File: src/rtl/seq_detector.sv
// seq_detector: serial pattern detector for a one-bit stream.
// Matches a WIDTH-bit PATTERN (MSB received first). It provides a same-cycle
// Mealy strobe (y), a registered Moore strobe (y_reg) and a saturating match
// counter (count). OVERLAP selects whether a match's trailing bits may seed
// the next match.
module seq_detector #(
    parameter int                 WIDTH   = 4,
    parameter logic [WIDTH-1:0]   PATTERN = 4'b1101,
    parameter bit                 OVERLAP = 1'b1,
    parameter int                 CNT_W   = 8
) (
    input  logic             clk,
    input  logic             reset,
    input  logic             en,
    input  logic             a,
    input  logic             clear,
    output logic             y,
    output logic             y_reg,
    output logic [CNT_W-1:0] count
);

    localparam int                FILL_W    = $clog2(WIDTH);
    localparam logic [FILL_W-1:0] FILL_FULL = FILL_W'(WIDTH - 1);

    // Accepted-bit history (newest in LSB) and how many of its bits are valid.
    logic [WIDTH-2:0]  hist;
    logic [FILL_W-1:0] fill;

    // Candidate window: the stored history with the current bit appended.
    logic [WIDTH-1:0]  window;
    logic              match;

    // The count stops at all-ones rather than wrapping.
    function automatic logic [CNT_W-1:0] sat_inc(input logic [CNT_W-1:0] v);
        return (&v) ? v : v + 1'b1;
    endfunction

    // The fill level stops once the history holds WIDTH-1 valid bits.
    function automatic logic [FILL_W-1:0] fill_inc(input logic [FILL_W-1:0] v);
        return (v == FILL_FULL) ? v : v + 1'b1;
    endfunction

    assign window = {hist, a};
    // Reset masks the strobe so that a partial history cannot fire while it
    // is being discarded.
    assign match  = en && !reset && (fill == FILL_FULL) && (window == PATTERN);
    assign y      = match;

    // History shift and fill tracking. A non-overlapping match restarts the
    // fill from zero. The stale hist bits are never compared until refilled.
    always_ff @(posedge clk) begin
        if (reset) begin
            hist <= '0;
            fill <= '0;
        end else if (en) begin
            if (match && !OVERLAP) begin
                fill <= '0;
            end else begin
                hist <= window[WIDTH-2:0];
                fill <= fill_inc(fill);
            end
        end
    end

    // Registered copy of the Mealy strobe, one cycle behind y.
    always_ff @(posedge clk) begin
        if (reset) begin
            y_reg <= 1'b0;
        end else begin
            y_reg <= match;
        end
    end

    // Match counter. Clear wins over a coincident match and touches nothing else.
    always_ff @(posedge clk) begin
        if (reset) begin
            count <= '0;
        end else if (clear) begin
            count <= '0;
        end else if (match) begin
            count <= sat_inc(count);
        end
    end

endmodule
File: config.mk
export PLATFORM = sky130hd
export DESIGN_NAME = seq_detector
export DESIGN_NICKNAME = d
export VERILOG_FILES = /design/src/rtl/seq_detector.sv
export SDC_FILE = /design/constraint.sdc
export NUM_CORES = 1
export LEC_CHECK = 0
export BUFFER_PORTS_ARGS = -buffer_cell sky130_fd_sc_hd__buf_2
export CAP_MARGIN = 5
export CORE_MARGIN = 5
export CORE_UTILIZATION = 30
export CTS_CLUSTER_SIZE = 25
export DETAILED_ROUTE_END_ITERATION = 6
export PLACE_DENSITY = 0.55
export SLEW_MARGIN = 20
export SYNTH_ARGS = -nofsm -noshare
export SYNTH_HDL_FRONTEND = slang
export SYNTH_SLANG_ARGS = --single-unit
File: constraint.sdc
create_clock -name clk -period 3.65 [get_ports clk]
set_input_delay 0.73 -clock clk [delete_from_list [all_inputs] [get_ports clk]]
set_output_delay 0.73 -clock clk [all_outputs]
set_load 0.05 [all_outputs]
==> impl_metrics.ini, run 1 <==
[die]
die-area_mm2 = 0.00316
core-area_mm2 = 0.00200
die_x_um = 56.3
start_util_pct = 32.1
die_h_um = 56.3
row_count = 16
pin_count = 15

[timing]
min_period_ns = 2.40
setup_tns_ns = 0
max_freq_ghz = 0.416
worst_slack_ns = 1.25
min_period_over_period_pct = 65.9
setup_viol = 0
tightest_slew_ns = 0.358
hold_viol_final = 0
slew_violations = 0
rsz0062_at_grt = false
skew_ns = 0.0109
slew_headroom_pct = 76.0

[cells_and_area]
top_regs = count x8, hist x3, fill x2
largest_reg_flops = 8
num-nets-final = 94
fillers = 201
multi_input_area_um2 = 332
areaGrowthSynthToFinish_pct = 19.5
stdcell_count = 113
antenna_cells = 0
largest-register = count
layout-drive-gt1-share_pct = 23.3
regArea_um2 = 280

[route]
ant_nets = 0
drt-initial-drc-count = 10
wl_per_cell_um = 10.8
vias = 543
drt_wl_total_mm = 1.22
avgViaCountPerCell = 4.81
drc = 0
drt-pass1-iter-count = 4

[setup_path]
cp_cell_sequence = buf_2, and4bb_1, nand2_1, inv_1, buf_2
max_stage_delay_ns = 0.31
crit_top_cell = buf_2
crit_path_start_kind = input pin
critPathKind = in2out
cp_data_arrival_time_ns = 1.67
cp-end-kind = primary output
required_ns = 2.92
crit_fanout = 8
worst_path_max_delay_cell = and4bb_1

[grt]
grt_max_degree = 9
grt_pass1_wl_mm = 2.27
overflow = 0
grt_pass1_vias = 538
track_usage_pct = 9.25
antenna_found_initial = 0

[clock_tree]
cts_setup_buffers = 0
cts_root_buf = clkbuf_4
numCtsBuffers = 3
clk_pin_slew_ns = 0.08
cts_tree = yes
insertion_delay_ns = 0.28
clk_path_buf_depth = 2
hold_buffers = 0
cts.sinks = 14
htree_levels = 1
post_cts_resized = 0

[synth]
ys_seq_elements = 14
yosysWarnings = 0
ys_seq_area_share_pct = 43.7
postSynthCellCount = 70
syn-cell-area_um2 = 642
synth_nets = 77
avgSynthCellArea_um2 = 9.17
ys_types = 27

[power_and_ir_drop]
swShare_pct = 21.8
internal_power_uw = 225
irDropWorstVdd_v = 0.000267
p_comb_share_pct = 5.8
seq_power_share_pct = 55.0
cellLeakagePower_uw = 0.000367
power_uw = 288
power.switching_uw = 62.6
cellPowerDensity_mw_per_mm2 = 375
power_frac_clock_pct = 39.2

[worst_hold_path]
hold_path.class = reg2reg

[placed_design]
placed_cells = 109
hpwl_um = 960
gp_congestion = 0.714
io_buffers = 14
place_ws_ns = 1.24

[status]
status = finished clean

[run]
drv_cap = 0
## kinds of logic (layout without fill, tap and decap cells)
group | after synthesis | in the layout | synth area share (%)
AND/OR/NAND/NOR | 28 | 28 | 21.2
XOR/XNOR | 2 | 2 | 2.73
adder cells (fa/ha/maj) | 2 | 2 | 3.90
flip-flops | 14 | 14 | 43.7
buffers and inverters | 6 | 22 | 4.68
multiplexers | 6 | 6 | 9.36
AO/OA/AOI/OAI | 12 | 12 | 14.4
## cell usage after synthesis
master    number  share of area [%]
nor2b_1        1               0.98
o41ai_1        1                1.4
o21bai_1       1                1.2
dfxtp_1       14                 44
xor2_1         1                1.4
a41o_1         2                3.1
nand2_1        7                4.1
o211ai_1       2                2.3
a31oi_1        1               0.98
nand4_1        1               0.98
buf_1          1               0.58
nor3_2         1                1.6
inv_1          4                2.3
mux2i_1        6                9.4
nor2_1        12                7.0
or2_2          1               0.98
buf_6          1                1.8
xnor2_1        1                1.4
and4bb_1       1                1.9
a21oi_1        1               0.78
ha_1           2                3.9
o21ai_0        1               0.78
o311a_1        1                1.6
and3_1         3                2.9
nand3_1        1               0.78
o21a_1         1                1.2
a211oi_1       1                1.2
## final cells by class
cell class	count	area share, %
clock buffers	4	4.73
inverters	4	1.96
multi-input cells	50	43.2
flip-flops and latches	14	36.5
well taps	27	4.40
repair buffers	14	9.14
## final timing paths
path,startpoint,to,slack (ns),cells after the start
worst max-delay path,reset,y,1.25,5
worst min-delay path,fill[1],fill[1],0.50,2
worst max register to register,count[0],count[1],2.15,5
worst min register to register,fill[1],fill[1],0.50,2
## per-stage QoR
step / instance area, um^2 / hold slack, ns / utilization [%]
after floorplan: 642 / 0.452 / -
after global placement: 731 / 0.471 / 36.5
after detailed placement: 731 / 0.485 / 36.5
after CTS: 767 / 0.515 / 38.3
after global routing: 767 / 0.548 / 38.3
final: 767 / 0.504 / 38.3
## power by group through the flow
stage               clock (uW)  sequential (uW)  combinational [uW]
global route               131              159                19.2
detailed placement           0              162                16.9
CTS                        118              158                16.9
floorplan                    0              162                11.2
finish                     113              158                16.6
global placement             0              162                16.5
## routing by layer
metal,vias up,GRT usage (%),wire [um]
li1,280,-,-
met1,244,11.3,595
met2,17,12.7,511
met3,2,5.05,98
met4,0,5.08,15
met5,-,0,0
## cell usage in the layout (no fill, tap or decap), types with 2 or more instances in the layout
cell,instances
dfxtp_1,14
buf_2,14
nor2_1,12
nand2_1,7
mux2i_1,6
inv_1,4
and3_1,3
clkbuf_4,3
o211ai_1,2
a41o_1,2
ha_1,2
## critical path, delay by kind of cell
family | cells | cell delay [ns]
simple gates | 2 | 0.46
buf+inv | 3 | 0.47
Note: power is estimated with default switching activity, not from simulation.
==> inputs of run 2 (changes only) <==
--- a/config.mk
+++ b/config.mk
@@ -5,6 +5,7 @@
 export SDC_FILE = /design/constraint.sdc
 export NUM_CORES = 1
 export LEC_CHECK = 0
+export ABC_AREA = 1
 export BUFFER_PORTS_ARGS = -buffer_cell sky130_fd_sc_hd__buf_2
 export CAP_MARGIN = 5
 export CORE_MARGIN = 5
==> constraint.sdc (replaced) <==
create_clock -name clk -period 2 [get_ports clk]
set_input_delay 0.4 -clock clk [delete_from_list [all_inputs] [get_ports clk]]
set_output_delay 0.4 -clock clk [all_outputs]
set_load 0.05 [all_outputs]
==> run 2 against run 1 <==
Effect of this change: cell area is 17% higher; non-clock buffer count unchanged; largest cell class unchanged; clock skew fell by 0.0070 ns; area after synthesis grew 20%; critical endpoint unchanged; largest power group unchanged.
==> impl_metrics.ini, run 2 <==
[synth]
ys.flop_type = dfxtp_1
avgSynthCellArea_um2 = 6.82
yosys.cell_count.top_type = nand2_1
ys_seq_elements = 14
syn-cell-area_um2 = 771
yosysTopAreaCellShare_pct = 36.4
ys_types = 21
synth_edf_count = 0
ys_seq_area_share_pct = 36.4
postSynthCellCount = 113
synth_commonest_cells = 22 x nand2_1, 21 x nor2_1, 14 x dfxtp_1, 13 x inv_1, 7 x nand3_1
async_reset_ff_share_pct = 0
synth_nets = 120
synth_area_leaders = dfxtp_1 36%, nand2_1 11%, nor2_1 10%
synth_top_cell_by_area = dfxtp_1
yosysWarnings = 0

[status]
status = finished clean

[cells_and_area]
regArea_um2 = 280
antenna_cells = 0
final_util_pct = 36.2
num-nets-final = 138
areaGrowthSynthToFinish_pct = 16.2
multi_input_area_um2 = 422
largest_reg_flops = 8
largest-register = count
top_regs = count x8, hist x3, fill x2
layout-drive-gt1-share_pct = 24.8
layout_common_cells = 22 x nand2_1, 21 x nor2_1, 14 x dfxtp_1, 14 x buf_2, 13 x inv_1
layout_commonest_cell = nand2_1
fillers = 283

[timing]
max_freq_ghz = 0.537
hold_ws_ns = 0.352
tightest_slew_ns = 0.412
min_period_ns = 1.86
skew_ns = 0.00394
setup_tns_ns = 0
rsz0062_at_grt = false
worst_slack_ns = 0.137
setup_viol = 0
slew_violations = 0
min_period_over_period_pct = 93.2
hold_viol_final = 0
slew_headroom_pct = 72.4

[setup_path]
r2r_setup_slack_ns = 0.60
rr_worst_depth = 7
crit_fanout = 9
critPathKind = reg2out
cp-end-kind = primary output
required_ns = 1.60
r2r_start = count[1]
cp_data_arrival_time_ns = 1.46
crit_path_start_kind = register
r2r-end = count[5]

[grt]
grt_pass1_vias = 649
antenna_found_initial = 0
grt_pass1_wl_mm = 2.58
grt_max_degree = 10
track_usage_pct = 9.39
overflow = 0

[die]
start_util_pct = 31.1
die_x_um = 60.7
core-area_mm2 = 0.00248
pin_count = 15
die-area_mm2 = 0.00368
row_count = 18
die_h_um = 60.7

[clock_tree]
htree_levels = 1
cts_root_buf = clkbuf_4
post_cts_resized = 0
cts_setup_buffers = 0
clk_pin_slew_ns = 0.08
hold_buffers = 0
cts.sinks = 14
insertion_delay_ns = 0.27
numCtsBuffers = 3
cts_tree = yes
clk_path_buf_depth = 2

[route]
drt_wl_total_mm = 1.51
ant_nets = 0
vias = 709
drc = 0
drt-initial-drc-count = 7
wl_per_cell_um = 9.47
avgViaCountPerCell = 4.46
drt-pass1-iter-count = 4

[placed_design]
gp_congestion = 0.768
place_ws_ns = 0.344
io_buffers = 14
hpwl_mm = 1.20

[power_and_ir_drop]
cellLeakagePower_uw = 0.000430
power_uw = 480
irDropWorstVdd_v = 0.000196
cellPowerDensity_mw_per_mm2 = 535

[worst_hold_path]
hold_end = hist[0]
hp-start = reset
hold_path.class = in2reg
worstHoldPathCells = 2

[run]
drv_cap = 0
run 2: cell types whose count changed after synthesis, moves of 3 or more:
cell	change
nand3_1	+6
o21ai_1	+4
inv_2	+4
inv_1	+9
nor2_1	+9
mux2i_1	-6
and3_1	-3
a21oi_1	+5
nand2_2	+3
nand2_1	+15
run 2: per-layer routing:
metal	wire [um]	vias up	global-route usage [%]
met5	0	-	0
met4	26	0	6.50
met3	38	2	1.28
met2	642	10	13.9
met1	798	304	12.5
li1	-	393	-
run 2: report_power, final:
part | switching [uW] | total (uW) | internal, uW
Clock | 85.2 | 155 | 69.6
Combinational | 21.4 | 34.2 | 12.8
Sequential | 4.66 | 291 | 286
Total | 111 | 480 | 368
run 2: cell families after synthesis:
| logic type | share of synthesized area [%] |
|---|---|
| AND/OR/NAND/NOR | 39.9 |
| buffers and inverters | 8.93 |
| AO/OA/AOI/OAI | 11.5 |
| flip-flops | 36.4 |
| adder cells (fa/ha/maj) | 3.25 |
run 2: worst max path at each step:
stage                   from       end  depth (start not counted)
global placement       reset         y                          5
floorplan           count[1]  count[5]                          7
detailed placement     reset         y                          5
finish               fill[0]         y                          6
CTS                  fill[0]         y                          6
global route         fill[1]         y                          6
run 2: area by class of cell:
class                   count  share of cell area [%]
multi-input cells          81                    47.1
well taps                  30                    4.19
repair buffers             14                    7.82
clock buffers               3                    2.51
flip-flops and latches     14                    31.3
inverters                  17                    7.12
run 2: per-stage QoR:
stage	instance area (um^2)	cells
floorplan	771	113
global placement	873	156
detailed placement	873	156
CTS	896	159
global route	896	159
finish	896	159
run 2: worst max-delay path: stages, from the launching register on:
cell	delay, ns
dfxtp_1	0.34
ha_1	0.16
nand2_1	0.08
inv_1	0.10
nand2_4	0.07
nor2_8	0.15
buf_2	0.29
==> inputs of run 3 (changes only) <==
--- a/config.mk
+++ b/config.mk
@@ -17,3 +17,4 @@
 export SYNTH_ARGS = -nofsm -noshare
 export SYNTH_HDL_FRONTEND = slang
 export SYNTH_SLANG_ARGS = --single-unit
+export TNS_END_PERCENT = 30
==> constraint.sdc (replaced) <==
create_clock -name clk -period 1.68 [get_ports clk]
set_input_delay 0.336 -clock clk [delete_from_list [all_inputs] [get_ports clk]]
set_output_delay 0.336 -clock clk [all_outputs]
set_load 0.05 [all_outputs]
==> run 3 against run 2 <==
Effect of this change: power rose by 20%; worst setup slack worse by 0.056 ns; first-iteration DRC count increased by 140%; final cell count increased by 0.63%; combinational power grew 21%; routed wire length up 8.9%; critical path depth stayed put; critical path type unchanged; largest cell class unchanged; largest power group unchanged; highest routed layer unchanged.
==> impl_metrics.ini, run 3 (same netlist as run 2, synthesis figures left out) <==
[timing]
tightest_slew_ns = 0.473
slew_headroom_pct = 68.4
rsz0062_at_grt = false
slew_violations = 0
max_freq_ghz = 0.625
min_period_over_period_pct = 95.2
setup_viol = 0
min_period_ns = 1.60
setup_tns_ns = 0
hold_viol_final = 0
skew_ns = 0.00141

[cells_and_area]
num-nets-final = 139
layout_common_cells = 22 x nand2_1, 21 x nor2_1, 13 x inv_1, 13 x dfxtp_1, 13 x buf_2
fin_area_um2 = 915
layout-drive-gt1-share_pct = 26.2
layout_commonest_cell = nand2_1
areaGrowthSynthToFinish_pct = 18.7
top_regs = count x8, hist x3, fill x2
antenna_cells = 0
largest_reg_flops = 8
largest-register = count

[setup_path]
cp_cell_sequence = ha_1, nand2_1, inv_1, nand2_4, nor2_8, buf_8
cp_data_arrival_time_ns = 1.26
worst_path_max_delay_cell = dfxtp_1
cp-end-kind = primary output
crit_fanout = 2
crit_path_start_kind = register
required_ns = 1.34
max_stage_delay_ns = 0.34
critPathKind = reg2out

[grt]
grt_busiest_layer = met2
grt_max_degree = 10
use_met3_pct = 1.28
grtUsageMet2_pct = 15.1
grt_pass1_vias = 669
track_usage_pct = 9.44
grt_util_met1_pct = 12.8
antenna_found_initial = 0
overflow = 0
grt_pass1_wl_mm = 2.65

[status]
status = finished clean

[clock_tree]
htree_levels = 1
clk_pin_slew_ns = 0.08
cts_tree = yes
cts.sinks = 14
numCtsBuffers = 3
insertion_delay_ns = 0.27
cts_root_buf = clkbuf_4
clk_path_buf_depth = 2

[die]
row_count = 18
pin_count = 15
die_h_um = 60.7
start_util_pct = 31.1
core-area_mm2 = 0.00248
die-area_mm2 = 0.00368
die_x_um = 60.7

[route]
drt-initial-drc-count = 17
drt_wl_total_mm = 1.64
vias = 745
ant_nets = 0
drt-pass1-iter-count = 4
drc = 0
wl_per_cell_um = 10.2
avgViaCountPerCell = 4.66

[power_and_ir_drop]
irDropWorstVdd_v = 0.000219
p_comb_share_pct = 7.2
cellLeakagePower_uw = 0.000438
power_frac_clock_pct = 32.4
cellPowerDensity_mw_per_mm2 = 628
swShare_pct = 23.5
power.switching_uw = 135
seq_power_share_pct = 60.4
internal_power_uw = 439

[placed_design]
placed_area_um2 = 881
hpwl_mm = 1.28
gp_congestion = 0.764
io_buffers = 14

[run]
drv_cap = 0

[worst_hold_path]
hold_path.class = in2reg
run 3: area by class of cell:
class | instances | area, um^2
multi-input cells | 81 | 422
repair buffers | 15 | 87.6
flip-flops and latches | 14 | 282
clock buffers | 3 | 22.5
fillers | 285 | 1560
inverters | 17 | 63.8
well taps | 30 | 37.5
run 3: power groups by stage:
| stage | logic [uW] | clock network [uW] | registers, uW |
|---|---|---|---|
| 6_report | 41.3 | 186 | 347 |
| 5_1_grt | 47.3 | 219 | 348 |
| 2_1_floorplan | 28.7 | 0 | 353 |
| 3_5_place_dp | 41.8 | 0 | 354 |
| 4_1_cts | 41.9 | 199 | 346 |
| 3_3_place_gp | 40.3 | 0 | 354 |
run 3: metal layers:
| layer | wire length (um) | share of wire (%) |
|---|---|---|
| met1 | 807 | 49 |
| met2 | 729 | 44 |
| met4 | 21 | 1.3 |
| met5 | 0 | 0 |
| met3 | 81 | 4.9 |
run 3: critical path, delay by kind of cell, from the launching register on:
family                   cells  cell delay [ns]
buffers and inverters        2             0.25
AND/OR/NAND/NOR              3             0.23
flip-flops                   1             0.34
adder cells (fa/ha/maj)      1             0.16
run 3: what timing repair did:
action                     4_1_cts  5_1_grt
gates resized for setup          1        3
setup endpoints to repair        1        1
hold buffers                     0        0
setup buffers                    0        0
run 3: stage by stage:
step                      std cells  hold slack [ns]  worst slack, ns  util, %  total power [uW]
after floorplan                 113            0.405           0.0507        -               381
after global placement          157            0.457            0.271     35.6               394
after detailed placement        157            0.471            0.265     35.6               396
after CTS                       160            0.268           0.0169     36.6               587
after global routing            160            0.274          0.00127     36.9               614
final                           160            0.279           0.0810     36.9               574
run 3: path summary, 6_finish.rpt:
check | start | to | slack, ns | cells past startpoint
worst max register to register | count[1] | count[5] | 0.24 | 7
worst min-delay path | reset | hist[0] | 0.28 | 2
worst min register to register | fill[0] | fill[0] | 0.47 | 2
worst max-delay path | fill[1] | y | 0.08 | 6
